===== src/rtl/inst_fetch_unit.sv =====
// RV32I instruction fetch stage: owns the fetch PC, issues word requests, buffers returned words.
// Define FETCH_MISALIGN_CHK_EN to flag redirects whose target has nonzero bits [1:0].
module inst_fetch_unit #(
    parameter logic [31:0] RESET_PC  = 32'h0000_0000,
    parameter int unsigned BUF_DEPTH = 2
) (
    input  logic        clk,
    input  logic        rst_n,
    output logic        imem_req_valid_o,
    input  logic        imem_req_ready_i,
    output logic [31:0] imem_req_addr_o,
    input  logic        imem_rsp_valid_i,
    input  logic [31:0] imem_rsp_data_i,
    input  logic        redirect_valid_i,
    input  logic [31:0] redirect_pc_i,
    output logic        inst_valid_o,
    input  logic        inst_ready_i,
    output logic [31:0] inst_o,
    output logic [31:0] inst_pc_o,
    output logic        misalign_err_o
);

    localparam int unsigned IdxW = $clog2(BUF_DEPTH);
    localparam int unsigned PtrW = IdxW + 1;
    localparam logic [PtrW-1:0] Depth = PtrW'(BUF_DEPTH);
    localparam logic [PtrW-1:0] One   = PtrW'(1);

    typedef enum logic [1:0] {StIdle, StRun, StFlush} state_e;

    state_e          state_q, state_d;
    logic [31:0]     fetch_pc_q, fetch_pc_d;
    // Slot pointers with a wrap bit: head = oldest slot, fill = next to fill, tail = next to reserve.
    logic [PtrW-1:0] head_q, head_d, fill_q, fill_d, tail_q, tail_d;
    logic [PtrW-1:0] drop_cnt_q, drop_cnt_d;
    logic [31:0]     pc_mem   [BUF_DEPTH];
    logic [31:0]     data_mem [BUF_DEPTH];

    logic [PtrW-1:0] used, outstanding, drop_total;
    logic            redirect, req_fire, rsp_fill, inst_fire;

    assign used        = tail_q - head_q;
    assign outstanding = tail_q - fill_q;
    assign drop_total  = drop_cnt_q + outstanding;
    assign redirect    = redirect_valid_i && (state_q != StIdle);
    assign req_fire    = imem_req_valid_o && imem_req_ready_i;
    assign rsp_fill    = imem_rsp_valid_i && !redirect && (drop_cnt_q == '0) && (outstanding != '0);
    assign inst_fire   = inst_valid_o && inst_ready_i;

    always_ff @(posedge clk or negedge rst_n) begin
        if (!rst_n) begin
            state_q <= StIdle;
        end else begin
            state_q <= state_d;
        end
    end

    always_comb begin
        state_d = state_q;
        unique case (state_q)
            StIdle:  state_d = StRun;
            StRun:   if (redirect && (drop_cnt_d != '0)) state_d = StFlush;
            StFlush: if (drop_cnt_d == '0) state_d = StRun;
            default: state_d = StIdle;
        endcase
    end

    always_comb begin
        imem_req_valid_o = (state_q == StRun) && (used < Depth) && !redirect_valid_i;
        imem_req_addr_o  = fetch_pc_q;
        inst_valid_o     = (fill_q != head_q);
        inst_o           = inst_valid_o ? data_mem[head_q[IdxW-1:0]] : '0;
        inst_pc_o        = inst_valid_o ? pc_mem[head_q[IdxW-1:0]] : '0;
    end

    always_comb begin
        fetch_pc_d = fetch_pc_q;
        head_d     = head_q;
        fill_d     = fill_q;
        tail_d     = tail_q;
        drop_cnt_d = drop_cnt_q;
        if (redirect) begin
            fetch_pc_d = {redirect_pc_i[31:2], 2'b00};
            head_d     = tail_q;
            fill_d     = tail_q;
            // Everything in flight becomes stale; a response arriving now is dropped immediately.
            drop_cnt_d = (imem_rsp_valid_i && (drop_total != '0)) ? drop_total - One : drop_total;
        end else begin
            if (req_fire) begin
                tail_d     = tail_q + One;
                fetch_pc_d = fetch_pc_q + 32'd4;
            end
            if (imem_rsp_valid_i && (drop_cnt_q != '0)) begin
                drop_cnt_d = drop_cnt_q - One;
            end
            if (rsp_fill) begin
                fill_d = fill_q + One;
            end
            if (inst_fire) begin
                head_d = head_q + One;
            end
        end
    end

    always_ff @(posedge clk or negedge rst_n) begin
        if (!rst_n) begin
            fetch_pc_q <= {RESET_PC[31:2], 2'b00};
            head_q     <= '0;
            fill_q     <= '0;
            tail_q     <= '0;
            drop_cnt_q <= '0;
        end else begin
            fetch_pc_q <= fetch_pc_d;
            head_q     <= head_d;
            fill_q     <= fill_d;
            tail_q     <= tail_d;
            drop_cnt_q <= drop_cnt_d;
        end
    end

    always_ff @(posedge clk) begin
        if (req_fire) begin
            pc_mem[tail_q[IdxW-1:0]] <= fetch_pc_q;
        end
        if (rsp_fill) begin
            data_mem[fill_q[IdxW-1:0]] <= imem_rsp_data_i;
        end
    end

`ifdef FETCH_MISALIGN_CHK_EN
    logic misalign_q;

    always_ff @(posedge clk or negedge rst_n) begin
        if (!rst_n) begin
            misalign_q <= 1'b0;
        end else begin
            misalign_q <= redirect && (redirect_pc_i[1:0] != 2'b00);
        end
    end

    assign misalign_err_o = misalign_q;
`else
    logic unused_pc_lsbs;
    assign unused_pc_lsbs = ^redirect_pc_i[1:0];
    assign misalign_err_o = 1'b0;
`endif

endmodule

===== config.mk =====
export PLATFORM = sky130hd
export DESIGN_NAME = inst_fetch_unit
export DESIGN_NICKNAME = d
export VERILOG_FILES = /design/src/rtl/inst_fetch_unit.sv
export SDC_FILE = /design/constraint.sdc
export NUM_CORES = 1
export LEC_CHECK = 0
export BUFFER_PORTS_ARGS = -buffer_cell sky130_fd_sc_hd__buf_2
export CAP_MARGIN = 10
export CELL_PAD_IN_SITES_DETAIL_PLACEMENT = 0
export CELL_PAD_IN_SITES_GLOBAL_PLACEMENT = 1
export CORE_MARGIN = 1
export CORE_UTILIZATION = 43
export CTS_CLUSTER_DIAMETER = 40
export DETAILED_ROUTE_END_ITERATION = 7
export PLACE_DENSITY = 0.9
export RECOVER_POWER = 25
export SYNTH_ARGS = -nofsm -noshare
export SYNTH_HDL_FRONTEND = slang
export SYNTH_SLANG_ARGS = --single-unit

===== constraint.sdc =====
create_clock -name clk -period 4.95 [get_ports clk]
set_clock_uncertainty 0.15 [all_clocks]
set_input_delay 0.495 -clock clk [delete_from_list [all_inputs] [get_ports clk]]
set_output_delay 0.495 -clock clk [all_outputs]
set_load 0.01 [all_outputs]

After elaboration in Yosys (flattened, before gate mapping)
Memory sizes are Yosys's and may differ from the RTL's.
Cells that the tools add are included.
{"block": "totals", "mem_bits_rw": 128, "ff_bits": 42, "rom_bits": 0, "input_bits": 70, "out_inout_bits": 99, "latchBits": 0, "wordCells": 68, "memories": 2}
{"memory": "data_mem", "depth": 2, "width": 32, "rd": 1, "rd_clocked_by_memory_dff": 0, "wr": 1, "line_no": "36", "rtl": "logic [31:0] data_mem [BUF_DEPTH];"}
{"memory": "pc_mem", "depth": 2, "width": 32, "rd": 1, "rd_clocked_by_memory_dff": 0, "wr": 1, "line_no": "35", "rtl": "logic [31:0] pc_mem [BUF_DEPTH];"}
{"block": "op_classes", "n_div": 0, "n_addsub": 9, "multipliers": 0, "shifts": 0, "n_bitwise": 1, "n_eq_ne": 5, "magnitude_cmp": 1, "n_reduce_logical": 26, "mux": 18}
{"operator": "32-bit 2-to-1 mux", "count": 4}
{"operator": "32-bit by 3-bit adder with 32-bit output (second input constant)", "count": 1}
{"operator": "2-bit 2-to-1 mux", "count": 9}
{"operator": "2-bit nonzero test", "count": 8}
{"operator": "1-bit logical AND", "count": 11}
{"operator": "2-bit by 1-bit adder with 2-bit output (second input constant)", "count": 3}
{"operator": "2-bit logical NOT", "count": 3}
{"operator": "2-bit case mux with 3 select lines", "count": 1}
{"operator": "1-bit 2-to-1 mux", "count": 4}
{"operator": "2-bit != test (second input constant)", "count": 2}
{"operator": "2-bit AND reduction", "count": 2}
{"operator": "2-bit by 1-bit subtractor with 2-bit output (second input constant)", "count": 2}
{"operator": "2-bit subtractor", "count": 2}
{"operator": "2-bit adder", "count": 1}
{"operator": "2-bit by 1-bit == test with 1-bit output (second input constant)", "count": 1}
{"operator": "2-bit == test (second input constant)", "count": 1}
{"operator": "1-bit logical NOT", "count": 2}
{"operator": "2-bit < comparator (second input constant)", "count": 1}
{"operator": "2-bit != test", "count": 1}
{"operator": "1-bit inverter", "count": 1}

Logic depth before layout (Yosys ltp)
{"block": "depth", "ltp_word": 10, "depth_mapped": 13}

Least setup slack after synthesis
No wires, ideal clock.
{"block": "synth_path", "kind": "input -> register", "startpoint": "input redirect_valid_i", "endpoint": "memory pc_mem[1][10], enable pin", "cell_stages": 4, "setup_slack_ps": 910, "path_buffers": 1, "arrival_time_ps": 3431, "cell_sequence": "or3b_1 -> or2_1 -> clkbuf_1 -> nor3_1"}
{"block": "synth_between", "elab_chain_cells": 5}
{"item": "from (decl)", "line_no": "14", "rtl": "input logic redirect_valid_i,"}
{"item": "1-bit logical NOT", "line_no": "68", "rtl": "imem_req_valid_o = (state_q == StRun) && (used < Depth) && !redirect_valid_i;"}
{"item": "1-bit logical AND", "line_no": "68"}
{"item": "1-bit logical AND", "line_no": "45", "rtl": "assign req_fire = imem_req_valid_o && imem_req_ready_i;"}
{"item": "1-bit 2-to-1 mux", "line_no": "121", "rtl": "if (req_fire) begin"}
{"item": "1-bit 2-to-1 mux (not written as such)", "line_no": "122", "rtl": "pc_mem[tail_q[IdxW-1:0]] <= fetch_pc_q;"}
{"item": "to (decl)", "line_no": "35"}
Every way passes these cells.

Final worst setup path
{"block": "layout_path", "startpoint": "register head_q[0]", "endpoint": "output inst_o[11]"}
{"block": "layout_between", "elab_chain_cells": 2}
{"item": "from (decl)", "line_no": "33", "rtl": "logic [PtrW-1:0] head_q, head_d, fill_q, fill_d, tail_q, tail_d;"}
{"item": "from (signal assigned)", "line_no": "107", "rtl": "head_q <= '0;"}
{"item": "from (signal assigned)", "line_no": "113", "rtl": "head_q <= head_d;"}
{"item": "memory read 2 x 32 bit or 2-bit != test (tied branches)"}
{"item": "32-bit 2-to-1 mux *", "line_no": "71", "rtl": "inst_o = inst_valid_o ? data_mem[head_q[IdxW-1:0]] : '0;"}
{"item": "to (decl)", "line_no": "18", "rtl": "output logic [31:0] inst_o,"}
Every way passes the cells marked *; elsewhere a longest branch is shown, timed or not.

==> metrics.txt <==
worst r2r path cells 5; GRT busiest layer met2; non-filler instance count after layout 937; Via-to-Cell Ratio 5.15; hold crit path type input port to asynchronous set/reset pin; placed cell area 8150 sq um; critical path arrival 2670 ps; Core Region 16100 sq um; post-synthesis instance area 7130 sq um; Reg2Reg Setup Slack 1960 ps; H-tree depth 4; Netlist cell types 43; Post-Route Setup TNS 0 ps; port bufs 161; WHS 64.3 ps; Synth warnings 0; Final period util 67.0%; first-pass GRT wire length 23500 um; die height 131 um; outcome complete, no violations; layout cells sized above 1 26.8%; Initial Util 44.4%; Main synth FF type edfxtp_1; VDD IR max 0.000436 V; GR Util met2 32.3%; capture point of the worst reg-to-reg path data_mem[0][10]$_DFFE_PP_; sequential area share after synthesis 66.3%; maximum fanout along the worst path 45; clk sinks 164; achievable clock frequency 302 MHz; synth top area cells edfxtp_1 (52%), dfrtp_1 (14%), mux2i_1 (9.0%); GR Layer Usage met1 22.0%; RSZ-0062 raised after global routing no; Yosys reg bits 164; crit path time final 3310 ps; crit path from head_q[0]$_DFFE_PN0P_; CTS resizes 0; vias in the first global route 4715; total grt overflow 0; # rows 46; leading area contributor after synthesis edfxtp_1; Setup crit end kind output port; PD cells 661 nW/um^2; average size of a mapped cell 12.9 sq um; cts bufs inserted 17; critical path endpoint inst_o[11]; Die W 131 um; Clk Tree Root Cell clkbuf_16; n_diodes 0; Worst Tran Pin Value 972 ps; IO Pins 169; TritonCTS clock tree done; WP data required 4300 ps; critical path class register to output port; area grow syn2layout 22.0%; Finish-stage setup viols 0; met3 usage 4.89%; Leakage 3.55 nW; GPL Wtd Cong 0.742; largest net degree at the start of global routing 46; Post-CTS Setup Inserts 0; CTS max path bufs 2; area fraction of the dominant cell type after synthesis 52.2%; Reg clk slew, reported paths 60 ps; maxcap violations 0; Synth async-reset ratio 24.4%; Post-DRT Antenna Nets 0; final net count 784; max-slew violations 0; Commonest cells post-synth edfxtp_1 (124), nor2_1 (79), mux2i_1 (64); Routed WL per cell 16.7 um; initial antenna violation count 1; drt total wl 15600 um; drt initial violations 188; top-count cell post-synth edfxtp_1; via count 4829; EDFF count, synth 124; DRT Pass-1 Iters 5; cell count after synthesis 554; worst skew pair latency 410 ps; slew margin rel. 35.1%; post-route design area 8700 sq um; Placed Cells 906; final core utilization 54.2%; All-Layer GR Usage 18.5%; Die ar. 17100 sq um; FILL cells 1379; origin of the critical flop-to-flop path tail_q[0]$_DFFE_PN0P_; Hold-fix buffers, CTS 0; Final Hold Fails 0; crit start category register; HPWL after DPL 10600 um; DRC errors left 0
power breakdown:
part	internal, mW	switching, mW
clock network	0.737	0.508
logic	0.968	1.36
registers	1.84	0.338
total	3.54	2.21
cells in the final DEF, fill, tap and decap left out, types with 7 or more instances in the layout:
cell type / synthesis / routed
xnor2_1: 26 / 25
clkbuf_1: 22 / 13
o21ai_1: 20 / 19
buf_4: 5 / 7
or4_1: 12 / 12
o31ai_1: 10 / 10
mux2i_1: 64 / 64
buf_2: 2 / 148
edfxtp_1: 124 / 124
nand2_1: 33 / 33
clkbuf_16: 0 / 17
dfrtp_1: 40 / 39
nand3_1: 13 / 13
nor3_1: 12 / 10
nor2_1: 79 / 79
a31oi_1: 12 / 12
inv_1: 9 / 9
kinds of logic after synthesis:
logic type      count (synthesis)  synth area share [%]
flops                         164                  66.3
buf+inv                        47                  2.77
other cells                     1                0.0526
compound gates                 57                  4.90
xor+xnor                       30                  3.88
mux                            64                  8.99
fa+ha+maj                       5                 0.878
simple gates                  186                  12.3
state kept, by name (all words and copies together) (netlist names):
name             cells
imem_req_addr_o     30
head_q               2
tail_q               2
pc_mem              60
fill_q               2
drop_cnt_q           2
data_mem            64
state_q              2
metal layers:
layer	wire length [um]	up-vias	part of all wire (%)
li1	-	2325	-
met1	6650	2349	43
met3	857	17	5.5
met5	9	-	0.058
met2	7910	136	51
met4	210	2	1.3
worst min-delay path by stage:
stage          slack, ps                             from                               to
6_report              60                            rst_n  imem_req_addr_o[26]$_DFFE_PN0P_
5_1_grt              100               imem_rsp_data_i[0]         data_mem[0][0]$_DFFE_PP_
4_1_cts               90                            rst_n   imem_req_addr_o[3]$_DFFE_PN0P_
3_5_place_dp         380  imem_req_addr_o[18]$_DFFE_PN0P_          pc_mem[1][18]$_DFFE_PP_
3_3_place_gp         370            tail_q[1]$_DFFE_PN0P_            tail_q[1]$_DFFE_PN0P_
2_1_floorplan         50                            rst_n          drop_cnt_q[0]$_DFF_PN0_
critical path, stage by stage, from the launching register on:
cell,delay [ps]
dfrtp_4,680
xnor2_1,160
and2_2,810
buf_4,370
nor2_1,90
buf_2,140
cell type report:
| type | count | area [sq um] | area share (%) |
|---|---|---|---|
| tap | 216 | 270 | 3.11 |
| timing repair buffer | 168 | 842 | 9.68 |
| clock inverter | 13 | 135 | 1.55 |
| inverter | 11 | 41.3 | 0.475 |
| sequential | 164 | 4730 | 54.4 |
| clock buffer | 18 | 429 | 4.93 |
| multi-input combinational | 347 | 2250 | 25.9 |
through the flow:
stage               worst slack (ps)  total power [mW]
finish                          1640              5.75
floorplan                        910              3.62
global route                    1440              6.13
CTS                             1550              5.82
global placement                1960              4.47
detailed placement              1900              4.56
No activity file was read; power rests on OpenSTA's default activity.
